==> config.mk <==
export PLATFORM = sky130hd
export DESIGN_NAME = alu_exec_unit
export DESIGN_NICKNAME = d
export VERILOG_FILES = /design/src/rtl/alu_pkg.sv /design/src/rtl/alu_muldiv_iter.sv /design/src/rtl/alu_exec_unit.sv
export SDC_FILE = /design/constraint.sdc
export NUM_CORES = 1
export LEC_CHECK = 0
export ABC_AREA = 1
export ABC_CLOCK_PERIOD_IN_PS = 1700
export BUFFER_PORTS_ARGS = -buffer_cell sky130_fd_sc_hd__clkbuf_2
export CORE_ASPECT_RATIO = 1.2
export CORE_MARGIN = 3
export CORE_UTILIZATION = 45
export DETAILED_ROUTE_END_ITERATION = 10
export GPL_TIMING_DRIVEN = 0
export PLACE_DENSITY = 0.66
export RECOVER_POWER = 25
export SYNTH_ARGS = -nofsm -noshare
export SYNTH_HDL_FRONTEND = slang
export SYNTH_SLANG_ARGS = --single-unit
==> constraint.sdc <==
create_clock -name clk -period 1.7 [get_ports clk]
set_input_delay 0.085 -clock clk [delete_from_list [all_inputs] [get_ports clk]]
set_output_delay 0.085 -clock clk [all_outputs]
set_load 0.01 [all_outputs]
==> src/rtl/alu_pkg.sv <==
// alu_pkg: shared encodings for the ALU execute stage.
//   alu_op_e  - control-unit ALU opcode (load/store, branch, R/I-type, jump)
//   alu_sel_e - 5-bit internal operation select
//   state_e   - execute-stage handshake state
package alu_pkg;

  typedef enum logic [1:0] {
    ALU_OP_MEM    = 2'b00,
    ALU_OP_BRANCH = 2'b01,
    ALU_OP_REG    = 2'b10,
    ALU_OP_JUMP   = 2'b11
  } alu_op_e;

  typedef enum logic [4:0] {
    ALU_ADD    = 5'h00,
    ALU_SUB    = 5'h01,
    ALU_XOR    = 5'h02,
    ALU_OR     = 5'h03,
    ALU_AND    = 5'h04,
    ALU_SLL    = 5'h05,
    ALU_SRL    = 5'h06,
    ALU_SRA    = 5'h07,
    ALU_SLT    = 5'h08,
    ALU_SLTU   = 5'h09,
    ALU_BEQ    = 5'h0A,
    ALU_BNE    = 5'h0B,
    ALU_BLT    = 5'h0C,
    ALU_BGE    = 5'h0D,
    ALU_BLTU   = 5'h0E,
    ALU_BGEU   = 5'h0F,
    ALU_MUL    = 5'h10,
    ALU_MULH   = 5'h11,
    ALU_MULHSU = 5'h12,
    ALU_MULHU  = 5'h13,
    ALU_DIV    = 5'h14,
    ALU_DIVU   = 5'h15,
    ALU_REM    = 5'h16,
    ALU_REMU   = 5'h17
  } alu_sel_e;

  typedef enum logic [1:0] {
    ST_IDLE = 2'b00,
    ST_BUSY = 2'b01,
    ST_DONE = 2'b10
  } state_e;

  // M-extension selects occupy 0x10..0x17
  function automatic logic is_mext_sel(alu_sel_e s);
    return s[4];
  endfunction

endpackage

==> src/rtl/alu_muldiv_iter.sv <==
// alu_muldiv_iter: radix-2 iterative multiply/divide for the M extension.
// Only instantiated when ALU_MEXT_EN is defined.
//   clk, rst_n   clock, async active-low reset
//   kill         abort; clears the iteration counter
//   start        load operands (func3 selects MUL..REMU)
//   step         one iteration per cycle while the parent is BUSY
//   func3        M-extension func3, latched on start
//   opa, opb     operands
//   last         counter is 0: the current step is the final one
//   result       sign-corrected result of the final step (valid with last)
module alu_muldiv_iter #(
  parameter int unsigned XLEN = 32
) (
  input  logic            clk,
  input  logic            rst_n,
  input  logic            kill,
  input  logic            start,
  input  logic            step,
  input  logic [2:0]      func3,
  input  logic [XLEN-1:0] opa,
  input  logic [XLEN-1:0] opb,
  output logic            last,
  output logic [XLEN-1:0] result
);

  localparam int unsigned CW = $clog2(XLEN);

  logic [CW-1:0]   cnt_q;
  logic [XLEN-1:0] hi_q, lo_q, mag_q;
  logic            is_div_q, sel_hi_q, neg_main_q, neg_rem_q;

  // operand magnitudes and sign bookkeeping at start
  logic            a_sgn, b_sgn, neg_a, neg_b;
  logic [XLEN-1:0] mag_a, mag_b;

  always_comb begin
    a_sgn = func3[2] ? ~func3[0] : (func3[1:0] != 2'b11);
    b_sgn = func3[2] ? ~func3[0] : ~func3[1];
    neg_a = a_sgn & opa[XLEN-1];
    neg_b = b_sgn & opb[XLEN-1];
    mag_a = neg_a ? ('0 - opa) : opa;
    mag_b = neg_b ? ('0 - opb) : opb;
  end

  // one iteration: shift-add (multiply) or restoring shift-subtract (divide)
  logic [XLEN:0]   add_sum;
  logic [XLEN:0]   shifted;
  logic [XLEN-1:0] sub;
  logic            ge;
  logic [XLEN-1:0] hi_n, lo_n;

  always_comb begin
    add_sum = '0;
    shifted = '0;
    sub     = '0;
    ge      = 1'b0;
    if (is_div_q) begin
      shifted = {hi_q, lo_q[XLEN-1]};
      ge      = shifted >= {1'b0, mag_q};
      // true difference is below 2^XLEN whenever ge holds
      sub     = shifted[XLEN-1:0] - mag_q;
      hi_n    = ge ? sub : shifted[XLEN-1:0];
      lo_n    = {lo_q[XLEN-2:0], ge};
    end else begin
      add_sum = {1'b0, hi_q} + (lo_q[0] ? {1'b0, mag_q} : '0);
      hi_n    = add_sum[XLEN:1];
      lo_n    = {add_sum[0], lo_q[XLEN-1:1]};
    end
  end

  // sign correction applied to the outcome of the final step
  logic [2*XLEN-1:0] prod, prod_c;
  logic [XLEN-1:0]   quo, rem;

  always_comb begin
    prod   = {hi_n, lo_n};
    prod_c = neg_main_q ? ('0 - prod) : prod;
    quo    = neg_main_q ? ('0 - lo_n) : lo_n;
    rem    = neg_rem_q  ? ('0 - hi_n) : hi_n;
    if (is_div_q) result = sel_hi_q ? rem : quo;
    else          result = sel_hi_q ? prod_c[2*XLEN-1:XLEN] : prod_c[XLEN-1:0];
  end

  assign last = (cnt_q == '0);

  always_ff @(posedge clk or negedge rst_n) begin
    if (!rst_n) begin
      cnt_q      <= '0;
      hi_q       <= '0;
      lo_q       <= '0;
      mag_q      <= '0;
      is_div_q   <= 1'b0;
      sel_hi_q   <= 1'b0;
      neg_main_q <= 1'b0;
      neg_rem_q  <= 1'b0;
    end else if (kill) begin
      cnt_q <= '0;
    end else if (start) begin
      cnt_q      <= CW'(XLEN - 1);
      hi_q       <= '0;
      lo_q       <= func3[2] ? mag_a : mag_b;
      mag_q      <= func3[2] ? mag_b : mag_a;
      is_div_q   <= func3[2];
      sel_hi_q   <= func3[2] ? func3[1] : (func3[1:0] != 2'b00);
      neg_main_q <= neg_a ^ neg_b;
      neg_rem_q  <= neg_a;
    end else if (step) begin
      hi_q <= hi_n;
      lo_q <= lo_n;
      if (cnt_q != '0) cnt_q <= cnt_q - CW'(1);
    end
  end

endmodule

==> src/rtl/alu_exec_unit.sv <==
// alu_exec_unit: handshaked ALU execute stage with registered result and
// branch decision. Optional iterative M extension under macro ALU_MEXT_EN;
// without it, any mext_bit=1 request completes as illegal in one cycle.
//   clk, rst_n          clock, async active-low reset
//   kill                synchronous abort of the in-flight operation
//   in_valid/in_ready   operation handshake
//   alu_op, func3       control-unit opcode and instruction func3
//   sign_bit, mext_bit  instruction bits 30 and 25
//   opa, opb            operands
//   out_valid/out_ready result handshake
//   result              operation result (0 for branches and illegal ops)
//   branch_taken        branch condition (alu_op 01 only)
//   illegal             undefined encoding
module alu_exec_unit
  import alu_pkg::*;
#(
  parameter int unsigned XLEN = 32
) (
  input  logic            clk,
  input  logic            rst_n,
  input  logic            kill,
  input  logic            in_valid,
  output logic            in_ready,
  input  logic [1:0]      alu_op,
  input  logic [2:0]      func3,
  input  logic            sign_bit,
  input  logic            mext_bit,
  input  logic [XLEN-1:0] opa,
  input  logic [XLEN-1:0] opb,
  output logic            out_valid,
  input  logic            out_ready,
  output logic [XLEN-1:0] result,
  output logic            branch_taken,
  output logic            illegal
);

  localparam int unsigned SHW = $clog2(XLEN);

  state_e          state_q, state_d;
  logic [XLEN-1:0] result_q, result_d;
  logic            taken_q, taken_d;
  logic            illegal_q, illegal_d;

  logic            accept;
  alu_sel_e        sel;
  logic            dec_illegal;
  logic [XLEN-1:0] sc_result;
  logic            sc_taken;
  logic            iter_start;

  assign in_ready = (state_q == ST_IDLE) | ((state_q == ST_DONE) & out_ready);
  assign accept   = in_valid & in_ready & ~kill;

  // decode
  always_comb begin
    sel         = ALU_ADD;
    dec_illegal = 1'b0;
    unique case (alu_op_e'(alu_op))
      ALU_OP_MEM: sel = ALU_ADD;
      ALU_OP_BRANCH: begin
        case (func3)
          3'b000:  sel = ALU_BEQ;
          3'b001:  sel = ALU_BNE;
          3'b100:  sel = ALU_BLT;
          3'b101:  sel = ALU_BGE;
          3'b110:  sel = ALU_BLTU;
          3'b111:  sel = ALU_BGEU;
          default: dec_illegal = 1'b1;
        endcase
      end
      ALU_OP_REG: begin
        if (mext_bit) begin
`ifdef ALU_MEXT_EN
          sel         = alu_sel_e'({2'b10, func3});
          dec_illegal = sign_bit;
`else
          dec_illegal = 1'b1;
`endif
        end else begin
          case (func3)
            3'b000:  sel = sign_bit ? ALU_SUB : ALU_ADD;
            3'b001:  sel = ALU_SLL;
            3'b010:  sel = ALU_SLT;
            3'b011:  sel = ALU_SLTU;
            3'b100:  sel = ALU_XOR;
            3'b101:  sel = sign_bit ? ALU_SRA : ALU_SRL;
            3'b110:  sel = ALU_OR;
            default: sel = ALU_AND;
          endcase
          if (sign_bit && func3 != 3'b000 && func3 != 3'b101) dec_illegal = 1'b1;
        end
      end
      ALU_OP_JUMP: begin
        sel = ALU_ADD;
        if (func3 != 3'b000) dec_illegal = 1'b1;
      end
      default: dec_illegal = 1'b1;
    endcase
  end

  // single-cycle datapath (also covers the one-cycle divide special cases)
  logic [SHW-1:0] shamt;
  assign shamt = opb[SHW-1:0];

`ifdef ALU_MEXT_EN
  localparam logic [XLEN-1:0] MOST_NEG = {1'b1, {(XLEN-1){1'b0}}};
  logic div_zero, div_ovf, div_special;
  always_comb begin
    div_zero    = (opb == '0);
    div_ovf     = (sel == ALU_DIV || sel == ALU_REM) && opa == MOST_NEG && opb == '1;
    div_special = (sel == ALU_DIV || sel == ALU_DIVU || sel == ALU_REM || sel == ALU_REMU)
                  && (div_zero || div_ovf);
  end
  assign iter_start = is_mext_sel(sel) & ~dec_illegal & ~div_special;
`else
  assign iter_start = 1'b0;
`endif

  always_comb begin
    sc_result = '0;
    sc_taken  = 1'b0;
    case (sel)
      ALU_ADD:  sc_result = opa + opb;
      ALU_SUB:  sc_result = opa - opb;
      ALU_XOR:  sc_result = opa ^ opb;
      ALU_OR:   sc_result = opa | opb;
      ALU_AND:  sc_result = opa & opb;
      ALU_SLL:  sc_result = opa << shamt;
      ALU_SRL:  sc_result = opa >> shamt;
      ALU_SRA:  sc_result = $unsigned($signed(opa) >>> shamt);
      ALU_SLT:  sc_result = {{(XLEN-1){1'b0}}, ($signed(opa) < $signed(opb))};
      ALU_SLTU: sc_result = {{(XLEN-1){1'b0}}, (opa < opb)};
      ALU_BEQ:  sc_taken  = (opa == opb);
      ALU_BNE:  sc_taken  = (opa != opb);
      ALU_BLT:  sc_taken  = ($signed(opa) < $signed(opb));
      ALU_BGE:  sc_taken  = ($signed(opa) >= $signed(opb));
      ALU_BLTU: sc_taken  = (opa < opb);
      ALU_BGEU: sc_taken  = (opa >= opb);
`ifdef ALU_MEXT_EN
      // non-zero divisor here can only mean the most-negative / -1 case
      ALU_DIV, ALU_DIVU: sc_result = div_zero ? '1 : opa;
      ALU_REM, ALU_REMU: sc_result = div_zero ? opa : '0;
`endif
      default: ;
    endcase
    if (dec_illegal) begin
      sc_result = '0;
      sc_taken  = 1'b0;
    end
  end

`ifdef ALU_MEXT_EN
  logic            mdu_last;
  logic [XLEN-1:0] mdu_result;

  alu_muldiv_iter #(.XLEN(XLEN)) u_muldiv (
    .clk    (clk),
    .rst_n  (rst_n),
    .kill   (kill),
    .start  (accept & iter_start),
    .step   (state_q == ST_BUSY),
    .func3  (func3),
    .opa    (opa),
    .opb    (opb),
    .last   (mdu_last),
    .result (mdu_result)
  );
`endif

  // next state and output registers; outputs are zero outside DONE
  always_comb begin
    state_d   = state_q;
    result_d  = result_q;
    taken_d   = taken_q;
    illegal_d = illegal_q;
    unique case (state_q)
      ST_IDLE: ;
      ST_BUSY: begin
`ifdef ALU_MEXT_EN
        if (mdu_last) begin
          state_d   = ST_DONE;
          result_d  = mdu_result;
          taken_d   = 1'b0;
          illegal_d = 1'b0;
        end
`else
        state_d = ST_IDLE;
`endif
      end
      ST_DONE: if (out_ready) state_d = ST_IDLE;
      default: state_d = ST_IDLE;
    endcase
    if (accept) begin
      state_d   = iter_start ? ST_BUSY : ST_DONE;
      result_d  = sc_result;
      taken_d   = sc_taken;
      illegal_d = dec_illegal;
    end
    if (kill) state_d = ST_IDLE;
    if (state_d != ST_DONE) begin
      result_d  = '0;
      taken_d   = 1'b0;
      illegal_d = 1'b0;
    end
  end

  always_ff @(posedge clk or negedge rst_n) begin
    if (!rst_n) begin
      state_q   <= ST_IDLE;
      result_q  <= '0;
      taken_q   <= 1'b0;
      illegal_q <= 1'b0;
    end else begin
      state_q   <= state_d;
      result_q  <= result_d;
      taken_q   <= taken_d;
      illegal_q <= illegal_d;
    end
  end

  assign out_valid    = (state_q == ST_DONE);
  assign result       = result_q;
  assign branch_taken = taken_q;
  assign illegal      = illegal_q;

endmodule

Yosys cells after proc, flatten, opt, wreduce, memory -nomap -nowiden:

Index checks and enable logic that the tools add are counted.

* output and inout port bits: 36
* register bits after elaboration: 36
* bits of input ports: 76

* bitwise logic cells: 8
* order comparisons: 4
* add/subtract/negate cells: 2
* mux-type cells: 25
* reductions and logical operators: 10
* shift-type cells: 3
* eq/ne operators: 30

Operators by type and width (number)
* 32-bit case mux with 10 select lines: 1
* 32-bit two-way mux: 3
* 32-bit greater-or-equal comparator: 2
* 32-bit < comparator: 2
* 5-bit by 4-bit equality test with 1-bit output (second input constant): 8
* 32-bit adder: 1
* 32-bit AND: 1
* 32-bit equality test: 1
* 32-bit != test: 1
* 32-bit bitwise OR: 1
* 32-bit by 5-bit << shifter with 32-bit output: 1
* 32-bit by 5-bit right shift with 32-bit output: 1
* 32-bit by 5-bit >>> shifter with 32-bit output: 1
* 32-bit subtractor: 1
* 32-bit XOR: 1
* 4-bit case mux with 7 select lines: 1
* 4-bit case mux with 6 select lines: 1
* 5-bit by 3-bit equality test with 1-bit output (second input constant): 4
* 5-bit case mux with 3 select lines: 1
* 3-bit equality test (second input constant): 4
* 1-bit two-way mux: 11
* 5-bit by 2-bit equality test with 1-bit output (second input constant): 2
* 2-bit equality test (second input constant): 3
* 3-bit by 2-bit equality test with 1-bit output (second input constant): 2
* 21 further kinds: 27

Logic depth before layout (Yosys ltp):

Gate-level depths: netlist of the first run.

* word-level depth: 9
* depth in mapped cells: 22
* depth with buffers taken out: 19

Worst setup path before layout of the first run:

OpenSTA, ideal clock, no wires.

* kind: input -> register
* start point: input port opb[3]
* end point: register result_q[30], in the netlist result[30]
* library setup time: 0.117 ns
* buffers on the path: 4
* setup slack: -0.782 ns
* data arrival time: 2.365 ns
* stages on the path: 21
* cell sequence: clkbuf_1 inv_1 buf_2 clkbuf_1 ha_1 buf_4 inv_1 o21ai_0 nand2_1 nand2_1 nand2_1 nand2_1 nand2_1 nand2_1 nand2_1 nand3_1 nand2_1 inv_1 nand2_1 nand2_1 nand2_1

* word-level cells in the longest chain between the ends: 5
* elaborated cells on any way between the ends: 9
* classes of those cells: add/sub (2); shift (3); mux (4)

RTL lines
* start: declaration: RTL line alu_exec_unit.sv:29 `input logic [XLEN-1:0] opb,`
* 32-bit subtractor (tied with other cells): RTL line alu_exec_unit.sv:124 `ALU_SUB: sc_result = opa - opb;`
* 32-bit case mux with 10 select lines *: RTL line alu_exec_unit.sv:122 `case (sel)`
* 32-bit two-way mux *: RTL line alu_exec_unit.sv:146 `if (dec_illegal) begin`
* 32-bit two-way mux *: RTL line alu_exec_unit.sv:193 `if (accept) begin`
* 32-bit two-way mux *: RTL line alu_exec_unit.sv:200 `if (state_d != ST_DONE) begin`
* end signal: assignment: RTL line alu_exec_unit.sv:215 `result_q <= result_d;`
* end: declaration: RTL line alu_exec_unit.sv:40 `logic [XLEN-1:0] result_q, result_d;`

Mark *: on every way between the ends. The rest lies on a longest branch, timed or not. The select of a mux whose other input is x is not followed.
A chain may end at the register's enable or synchronous reset.

Worst setup path in the final report of the first run:

* start point: input port opb[4]
* end point: register result_q[7], in the netlist result[7]

Same word-level chain as after synthesis.

==> results of run 1 <==
==> flip-flops by register name (all words and copies together) (netlist names) <==
register	cells
result	32
state_q	2
branch_taken	1
illegal	1
==> critical path, stage by stage <==
cell        delay [ps]
buf_2              160
inv_4               60
clkbuf_8           180
ha_4               380
clkinvlp_4         190
nor3_4             240
nand2_1            110
nand2_2            120
buf_4              120
xor2_1             150
o21ai_0            100
nor2_1             120
nand3_2            150
nand2_1            100
nand2_1             50
==> power by group through the flow <==
stage,combinational [mW],clock (mW),sequential [mW]
final,5.19,0.871,0.889
after global routing,5.46,0.891,0.891
after CTS,4.42,0.866,0.889
after detailed placement,3.83,0,0.904
after global placement,3.80,0,0.902
after floorplan,2.46,0,0.911
==> repair_timing <==
action | in CTS | in global routing
gates resized for setup | 399 | 263
hold buffers | 1 | 0
setup endpoints to repair | 33 | 33
pin swaps | 85 | 106
endpoints found under the hold margin | 36 | 0
setup buffers | 45 | 38
==> placed cells by master, fill, tap and decap left out, types with 35 or more instances in the layout <==
master,instances
nand3_2,40
inv_1,206
a21oi_1,55
ha_1,78
o21ai_1,52
buf_4,89
o21ai_0,73
nand2_1,679
nand2_2,70
nand3_1,275
clkbuf_1,35
nor2_2,39
dfrtp_1,36
inv_2,35
nand2_4,39
nor2_1,202
clkbuf_2,84
==> cell families after synthesis <==
family,Yosys count,share of synthesized area (%)
other,1,0.03214
XOR/XNOR,7,0.5255
flip-flops,36,7.722
AO/OA/AOI/OAI,319,15.23
AND/OR/NAND/NOR,1459,52.85
multiplexers,1,0.08580
adder cells (fa/ha/maj),102,11.07
buffers and inverters,363,12.48
==> area by class of cell <==
cell class	instances	area, µm²
buffer	98	854.6
sequential	36	900.9
clock buffer	6	128.9
inverter	259	1056
tap	325	406.6
fill	2494	9399
timing repair buffer	193	1286
antenna	1	2.502
multi-input combinational	1889	11110
clock inverter	1	5.005
==> worst paths after layout <==
check	startpoint	slack, ps	to
max reg2reg	state_q[0]	-100	result[23]
min	in_valid	20	state_q[1]
max	opb[4]	-440	result[7]
max in group asynchronous	rst_n	680	result[23]
min reg2reg	result[28]	470	result[28]
min in group asynchronous	rst_n	450	result[0]
==> metal layers <==
| metal | global-route usage (%) | vias up |
|---|---|---|
| li1 | - | 7787 |
| met1 | 51.43 | 7969 |
| met2 | 73.92 | 1421 |
| met3 | 10.18 | 529 |
| met4 | 42.92 | 0 |
| met5 | 0 | - |
==> through the flow <==
stage	total power [mW]	cells	TNS (ps)	hold WS, ps	utilization, %
floorplan	3.371	2288	-4881	-210.6	-
global placement	4.706	2724	-29450	215.3	51.30
detailed placement	4.735	2724	-29760	229.4	51.30
CTS	6.176	2772	-6885	22.01	58.11
global route	7.241	2808	-12590	52.29	62.62
finish	6.949	2808	-9596	21.84	62.62
==> qor.csv, run 1 <==
stage,metric,value,unit
status,status,finished with violations,
status,violations,negative setup slack,
logic_synthesis,synthCells,2288,
worst_setup_path,critPathArrivalTime,2320,ps
logic_synthesis,ys_async_sr_fraction,100.0,%
logic_synthesis,syn-cell-area,11670,µm²
sta,period_share,125.7,%
sta,setup_viol,33,
layout,area_delta_synth_final,34.97,%
clocking,h-tree-depth,2,
logic_synthesis,synth_edf_count,0,
power_and_ir_drop,seq_power_share,12.8,%
power_and_ir_drop,power_leakage,8.084,nW
logic_synthesis,synth_top_cell_area_share,25.16,%
routing,drt.antenna.violating_nets,0,
logic_synthesis,synth_common_cells,"nand2_1, nand3_1, nor2_1, inv_1, o21ai_0",
global_routing,grt_max_degree,37,
sta,fin_skew,4.320,ps
global_routing,grt_pass1_wl,98980,µm
floorplanning,core,25150,µm²
logic_synthesis,syn_area_per_cell,5.099,µm²
logic_synthesis,synth.most_common_cell,nand2_1,
floorplanning,die_y,182.4,µm
worst_setup_path,worstPathRequired,1880,ps
routing,drc,0,
logic_synthesis,ys_seq_elements,36,
routing,drtPass1Iterations,6,
routing,wl_met1,23390,µm
place,port-buffer-count,111,
routing,wl_met3,7694,µm
power_and_ir_drop,ir_worst_vdd,0.2898,mV
power_and_ir_drop,internal_power,3.092,mW
clocking,clock-root-buffer,clkbuf_16,
layout,fin_area,15750,µm²
hold_path,holdPathStages,3,
routing,wl_per_cell,24.65,µm
global_routing,grt-ovfl-total,0,
logic_synthesis,synth_area_leaders,"nand2_1, nand3_1, ha_1, nor2_1, inv_1",
clocking,numClockSinks,36,
global_routing,grt_pass1_vias,16690,
global_routing,grt_util_all_layers,46.47,%
logic_synthesis,synth_nets,2466,
layout,nets,2660,
worst_setup_path,critPathCaptureType,register,
place,dp_hpwl,53930,µm
clocking,cts_buffer_depth,2,
routing,via_count,17710,
place,dp_slack,-1134,ps
logic_synthesis,ys_seq_area_share,7.722,%
clocking,tritoncts,done,
power_and_ir_drop,p_sw,3.857,mW
routing,top_layer,met4,
worst_setup_path,worst-path-max-fanout,11,
clocking,clk_pin_slew_worst_paths,50,ps
sta,layout_setup_ws,-436.5,ps
floorplanning,io_pins,112,
flow_run,drv_cap,0,
logic_synthesis,synth-warning-count,0,
power_and_ir_drop,comb_power_share,74.7,%
power_and_ir_drop,swShare,55.50,%
routing,wl,69220,µm
floorplanning,rows,63,
routing,drt_iter0_markers,2167,
clocking,clk_latency,290,ps
power_and_ir_drop,power_density,441.3,nW/µm²
floorplanning,die_x,153.0,µm
sta,relSlewSlack,40.06,%
logic_synthesis,ys.flop_type,dfrtp_1,
global_routing,antenna_found_initial,1,
sta,tightestPinTransition,899.1,ps
sta,hold_viol,0,
place,placed_area,12900,µm²
clocking,cts_buffers,5,
worst_setup_path,ff2ff_path_depth,7,
power_and_ir_drop,p_clk_share,12.5,%
hold_path,min_path_type,input pin to register,
sta,period_minus_slack,2137,ps
floorplanning,start_util,46.39,%
routing,met2_length,29620,µm
worst_setup_path,critPathKind,input pin to register,
logic_synthesis,synthDistinctLibCells,44,
logic_synthesis,synth.largest_area_cell,nand2_1,
sta,fmax,0.4680,GHz
floorplanning,dieArea,27900,µm²
routing,viasPerCell,6.306,
sta,rsz0062_at_grt,yes,
sta,report.final.slew_viol_count,0,
worst_setup_path,crit_path_start_kind,input pin,
place,gp_congestion,1.165,
layout,drive_gt1_share,26.87,%
(Power assumes the default switching activity.)
==> run 2: changes to the inputs <==
--- a/config.mk
+++ b/config.mk
@@ -11,6 +11,7 @@
 export CORE_ASPECT_RATIO = 1.2
 export CORE_MARGIN = 3
 export CORE_UTILIZATION = 45
+export CTS_BUF_LIST = sky130_fd_sc_hd__clkbuf_4 sky130_fd_sc_hd__clkbuf_8 sky130_fd_sc_hd__clkbuf_16
 export DETAILED_ROUTE_END_ITERATION = 10
 export GPL_TIMING_DRIVEN = 0
 export PLACE_DENSITY = 0.66
==> qor.csv, run 2 (same netlist as run 1, synthesis figures left out) <==
stage,metric,value,unit,change
status,status,finished with violations,,
status,violations,negative setup slack,,
hold_path,holdPathStages,3,,unchanged
sta,report.final.slew_viol_count,0,,unchanged
layout,nFillCells,2494,,unchanged
hold_path,min_path_type,input pin to register,,
sta,period_share,125.7,%,about the same
routing,drc,0,,unchanged
power_and_ir_drop,power_leakage,8.087,nW,about the same
worst_setup_path,critPathCaptureType,register,,
layout,stdcell_count,2808,,unchanged
worst_setup_path,max_stage_delay,380,ps,about the same
clocking,numClockSinks,36,,unchanged
sta,setup_viol,33,,unchanged
place,placed_cells,2724,,unchanged
sta,rsz0062_at_grt,yes,,
worst_setup_path,worst-path-max-fanout,11,,unchanged
global_routing,grt_util_all_layers,46.47,%,unchanged
worst_setup_path,startpoint,opb[4],,
floorplanning,rows,63,,unchanged
global_routing,antenna_found_initial,1,,unchanged
layout,largest_reg_flops,32,,unchanged
global_routing,grt_max_degree,37,,unchanged
hold_path,worstHoldStart,in_valid,,
floorplanning,core,25150,µm²,unchanged
floorplanning,dieArea,27900,µm²,unchanged
layout,final_cell_mix,"nand2_1, nand3_1, inv_1",,
worst_setup_path,cp.depth,15,,unchanged
routing,drt_iter0_markers,2166,,-0.046%
floorplanning,io_pins,112,,unchanged
sta,tightestPinTransition,899.1,ps,+0.02533 ps
place,gp_congestion,1.165,,unchanged
clocking,tritoncts,done,,
place,dp_hpwl,53930,µm,unchanged
routing,wl,69210,µm,about the same
worst_setup_path,ff2ff_path_depth,7,,unchanged
flow_run,drv_cap,0,,unchanged
sta,period_minus_slack,2137,ps,+0.04000 ps
floorplanning,die_y,182.4,µm,unchanged
clocking,cts_buffers,5,,unchanged
worst_setup_path,critPathKind,input pin to register,,
worst_setup_path,crit_family,simple AND/OR/NAND/NOR gates,,
power_and_ir_drop,ir_worst_vdd,0.2898,mV,about the same
layout,nets,2660,,unchanged
clocking,h-tree-depth,2,,unchanged
layout,final_util,62.64,%,about the same
worst_setup_path,rr_startpoint,state_q[0],,
clocking,cts_buffer_depth,2,,unchanged
sta,hold_viol,0,,unchanged
place,port-buffer-count,111,,unchanged
routing,drt.antenna.violating_nets,0,,unchanged
worst_setup_path,crit_chain,buf_2 -> inv_4 -> clkbuf_8 -> ha_4 -> clkinvlp_4 -> nor3_4 -> nand2_1 -> nand2_2 -> buf_4 -> xor2_1 -> o21ai_0 -> nor2_1 -> nand3_2 -> nand2_1 -> nand2_1,,
layout,drive_gt1_share,26.91,%,+0.040 points
routing,via_count,17710,,+0.0056%
layout,area_delta_synth_final,35.01,%,about the same
clocking,clock-root-buffer,clkbuf_16,,
global_routing,grt_pass1_wl,98980,µm,unchanged
sta,layout_setup_ws,-436.6,ps,-0.04000 ps
floorplanning,die_x,153.0,µm,unchanged
routing,drtPass1Iterations,6,,unchanged
sta,relSlewSlack,40.06,%,about the same
global_routing,grt-ovfl-total,0,,unchanged
sta,fin_skew,4.216,ps,-0.1045 ps
sta,fmax,0.4680,GHz,about the same
layout,fin_area,15750,µm²,about the same
place,placed_area,12900,µm²,unchanged
clocking,clk_pin_slew_worst_paths,50,ps,about the same
routing,wl_per_cell,24.65,µm,about the same
floorplanning,start_util,46.39,%,unchanged
worst_setup_path,worstPathRequired,1880,ps,about the same
worst_setup_path,worst_path_most_repeated_cell,nand2_1,,
worst_setup_path,critPathArrivalTime,2320,ps,about the same
clocking,clk_latency,290,ps,about the same
worst_setup_path,cpMaxStageDelayCell,ha_4,,
worst_setup_path,path_buf_inv,5,,unchanged
layout,mostFrequentLayoutCell,nand2_1,,
power_and_ir_drop,power_density,442.2,nW/µm²,+0.21%
worst_setup_path,crit_path_start_kind,input pin,,
routing,viasPerCell,6.306,,about the same
global_routing,grt_pass1_vias,16690,,unchanged
==> run 2: cell counts in the layout (fill, tap and decap cells not counted) <==
No cell type changed its count.
==> run 2: metal layers <==
layer | track usage (%) | vias up | wire [µm]
met4 | 42.92 | 0 | 8503
met5 | 0 | - | 0
met3 | 10.18 | 529 | 7660
met1 | 51.43 | 7983 | 23420
li1 | - | 7786 | -
met2 | 73.92 | 1409 | 29630
==> run 2: layout make-up <==
class	instances	area [µm²]	area share (%)
sequential	36	900.9	5.720
buffer	98	854.6	5.426
tap	325	406.6	2.582
multi-input combinational	1889	11110	70.51
inverter	259	1056	6.705
antenna	1	2.502	0.01589
clock buffer	6	132.6	0.8421
clock inverter	1	5.005	0.03178
timing repair buffer	193	1286	8.166
==> run 2: report_power, final <==
part	total (mW)	switching (mW)	internal [mW]
registers	0.889	0.0110	0.878
clock network	0.888	0.340	0.548
logic	5.19	3.51	1.68
==> run 2: worst paths after layout <==
kind	to	slack, ps
max in group asynchronous	result[23]	680
hold / removal	state_q[1]	20
setup / recovery	result[7]	-440
hold reg to reg	result[28]	470
min in group asynchronous	result[0]	450
setup reg to reg	result[23]	-100
==> run 2: metrics by stage <==
stage	TNS [ps]	hold slack, ps	setup slack (ps)	total power [mW]
finish	-9585	21.84	-436.6	6.965
floorplan	-4881	-210.6	-256.7	3.371
detailed placement	-29760	229.4	-1134	4.735
global route	-12580	52.29	-552.5	7.257
CTS	-6883	22.01	-326.7	6.193
global placement	-29450	215.3	-1098	4.706
==> run 2: timing repair <==
item,CTS,global route
buffers inserted,45,38
hold endpoints to repair,36,0
gates resized for setup,399,263
pin swaps,85,106
setup endpoints to repair,33,33
hold buffers,1,0
==> run 2: worst min-delay path: stages <==
cell and delay (ps):
clkbuf_2 80, nand2_1 50, nand2_1 60
==> run 3: changes to the inputs <==
--- a/config.mk
+++ b/config.mk
@@ -8,13 +8,16 @@
 export ABC_AREA = 1
 export ABC_CLOCK_PERIOD_IN_PS = 1700
 export BUFFER_PORTS_ARGS = -buffer_cell sky130_fd_sc_hd__clkbuf_2
+export CAP_MARGIN = 20
+export CELL_PAD_IN_SITES_DETAIL_PLACEMENT = 0
+export CELL_PAD_IN_SITES_GLOBAL_PLACEMENT = 1
 export CORE_ASPECT_RATIO = 1.2
 export CORE_MARGIN = 3
-export CORE_UTILIZATION = 45
+export CORE_UTILIZATION = 37
 export CTS_BUF_LIST = sky130_fd_sc_hd__clkbuf_4 sky130_fd_sc_hd__clkbuf_8 sky130_fd_sc_hd__clkbuf_16
 export DETAILED_ROUTE_END_ITERATION = 10
 export GPL_TIMING_DRIVEN = 0
-export PLACE_DENSITY = 0.66
+export PLACE_DENSITY_LB_ADDON = 0.1
 export RECOVER_POWER = 25
 export SYNTH_ARGS = -nofsm -noshare
 export SYNTH_HDL_FRONTEND = slang
==> qor.csv, run 3 (same netlist as run 1, synthesis figures left out) <==
stage,metric,value,unit,change
worst_setup_path,crit_path_start_kind,input pin,,
sta,fin_skew,5.346,ps,+1.131 ps
power_and_ir_drop,power_leakage,8.210,nW,+1.5%
flow_run,drv_cap,0,,unchanged
sta,period_minus_slack,2014,ps,-122.1 ps
global_routing,grt_pass1_wl,103500,µm,+4.6%
layout,final_util,52.60,%,-10 points
routing,via_count,17320,,-2.2%
layout,diodes,0,,-1
routing,wl_per_cell,25.49,µm,+3.4%
layout,final_cell_mix,"nand2_1, nand3_1, nor2_1",,
floorplanning,rows,70,,+11%
global_routing,grt_max_degree,37,,unchanged
layout,largest_reg_flops,32,,unchanged
hold_path,worstHoldStart,in_valid,,
hold_path,min_path_type,input pin to register,,
floorplanning,start_util,37.95,%,-8.4 points
worst_setup_path,critPathArrivalTime,2200,ps,-120 ps
clocking,cts_buffers,5,,unchanged
power_and_ir_drop,ir_worst_vdd,0.7922,mV,+170%
sta,hold_viol,0,,unchanged
clocking,numClockSinks,36,,unchanged
place,gp_congestion,1.068,,-8.3%
floorplanning,die_x,168.1,µm,+9.9%
layout,multi_input_area,11100,µm²,about the same
status,status,finished with violations,,
global_routing,grt_util_all_layers,41.01,%,-5.5 points
routing,drt.antenna.violating_nets,0,,unchanged
sta,period_share,118.5,%,-7.2 points
routing,drt_iter0_markers,1839,,-15%
place,dp_hpwl,58820,µm,+9.1%
worst_setup_path,critPathKind,input pin to register,,
sta,worst_hold_slack,10.16,ps,-11.68 ps
worst_setup_path,ff2ff_path_depth,8,,+1
place,dp_slack,-1307,ps,-173.7 ps
worst_setup_path,rr_startpoint,state_q[0],,
status,violations,negative setup slack,,
sta,rsz0062_at_grt,yes,,
clocking,tritoncts,done,,
layout,mostFrequentLayoutCell,nand2_1,,
hold_path,holdPathStages,3,,unchanged
worst_setup_path,worst-path-max-fanout,6,,-5
worst_setup_path,r2r-end,result[20],,
global_routing,grt-ovfl-total,0,,unchanged
floorplanning,die_y,200.5,µm,+9.9%
sta,setup_viol,31,,-6.1%
routing,viasPerCell,5.966,,-5.4%
clocking,clock-root-buffer,clkbuf_16,,
clocking,clk_pin_slew_worst_paths,60,ps,about the same
clocking,cts_buffer_depth,2,,unchanged
layout,nFillCells,3304,,+32%
power_and_ir_drop,total_power,7.217,mW,+3.6%
sta,relSlewSlack,39.46,%,-0.60 points
routing,drtPass1Iterations,8,,+2
worst_setup_path,r2r_slack,-180,ps,-80 ps
floorplanning,dieArea,33710,µm²,+21%
floorplanning,core,30740,µm²,+22%
clocking,clk_latency,300,ps,about the same
worst_setup_path,critPathCaptureType,register,,
routing,wl,73990,µm,+6.9%
layout,drive_gt1_share,27.88,%,+0.97 points
clocking,h-tree-depth,2,,unchanged
worst_setup_path,startpoint,opb[2],,
worst_setup_path,worstPathRequired,1890,ps,about the same
sta,tightestPinTransition,908.1,ps,+8.967 ps
hold_path,hold_end,state_q[1],,
global_routing,antenna_found_initial,0,,-1
layout,area_delta_synth_final,38.60,%,
floorplanning,io_pins,112,,unchanged
layout,nets,2684,,+0.90%
sta,report.final.slew_viol_count,0,,unchanged
routing,drc,0,,unchanged
sta,fmax,0.4964,GHz,+6.1%
global_routing,grt_pass1_vias,16330,,-2.1%
place,port-buffer-count,111,,unchanged
power_and_ir_drop,power_density,446.3,nW/µm²,+0.93%
sta,layout_setup_ws,-314.5,ps,+122.1 ps
layout,regArea,900.9,µm²,unchanged
[run 3: cell count changes in the layout (fill, tap and decap cells not counted), moves of 5 or more]
cell | previous run | this run
a21oi_1 | 55 | 60
buf_6 | 27 | 36
nand3_2 | 40 | 32
o21ai_0 | 73 | 62
nand3_1 | 275 | 281
buf_4 | 89 | 98
nor3_1 | 12 | 17
a21oi_2 | 33 | 26
o21ai_1 | 52 | 58
nand2_2 | 70 | 77
nor3_2 | 14 | 9
inv_1 | 206 | 199
[run 3: repair_timing]
item	in CTS	in global routing
hold endpoints to repair	36	0
resized for setup	446	275
pin swaps	82	94
setup endpoints to repair	33	33
hold buffers	1	0
setup buffers	59	45
gates cloned	0	2
[run 3: power by group]
| group | switching, mW | total, mW | internal (mW) | leakage [nW] |
|---|---|---|---|---|
| sequential | 0.0106 | 0.888 | 0.878 | 0.498 |
| combinational | 3.59 | 5.38 | 1.80 | 7.64 |
| clock | 0.370 | 0.948 | 0.577 | 0.0766 |
[run 3: worst max-delay path by stage]
stage / endpoint / slack [ps]
floorplan: result[30] / -260
global placement: result[14] / -1360
detailed placement: result[14] / -1310
CTS: result[8] / -300
global route: branch_taken / -440
finish: result[30] / -310
[run 3: per-stage QoR]
step | std cells | TNS [ps] | area, µm²
after floorplan | 2288 | -4881 | 11940
after global placement | 2795 | -34280 | 12990
after detailed placement | 2796 | -33940 | 12990
after CTS | 2857 | -6701 | 14890
after global routing | 2903 | -9788 | 16170
final | 2903 | -7175 | 16170
[run 3: final cells by class]
type / count / share of cell area [%]
multi-input cells: 1889 / 68.65
repair buffers: 218 / 9.487
inverters: 259 / 6.647
plain buffers: 97 / 5.657
flip-flops and latches: 36 / 5.571
well taps: 396 / 3.064
clock buffers: 6 / 0.8589
clock inverters: 2 / 0.06190
[run 3: metal layers]
layer  GRT usage [%]  share of wire [%]  up-vias
li1                -                  -     7843
met1           47.04                 36     8056
met2           67.13                 46     1091
met3           5.791                8.5      328
met4           33.82                 10        0
met5               0                  0        -
[run 3: worst max-delay path, cell delays in order]
cell,delay [ps]
buf_8,80
buf_12,130
inv_12,40
buf_8,110
buf_12,130
ha_4,350
nand2_4,70
o21ai_4,220
nand2_1,100
nand2_2,130
nand2_4,80
nand2_4,100
nand2_2,60
nand2_1,70
nand2_1,40
nand3_1,80
nand2_1,60
inv_2,70
nand2_4,60
nand2_2,70
nand2_1,40
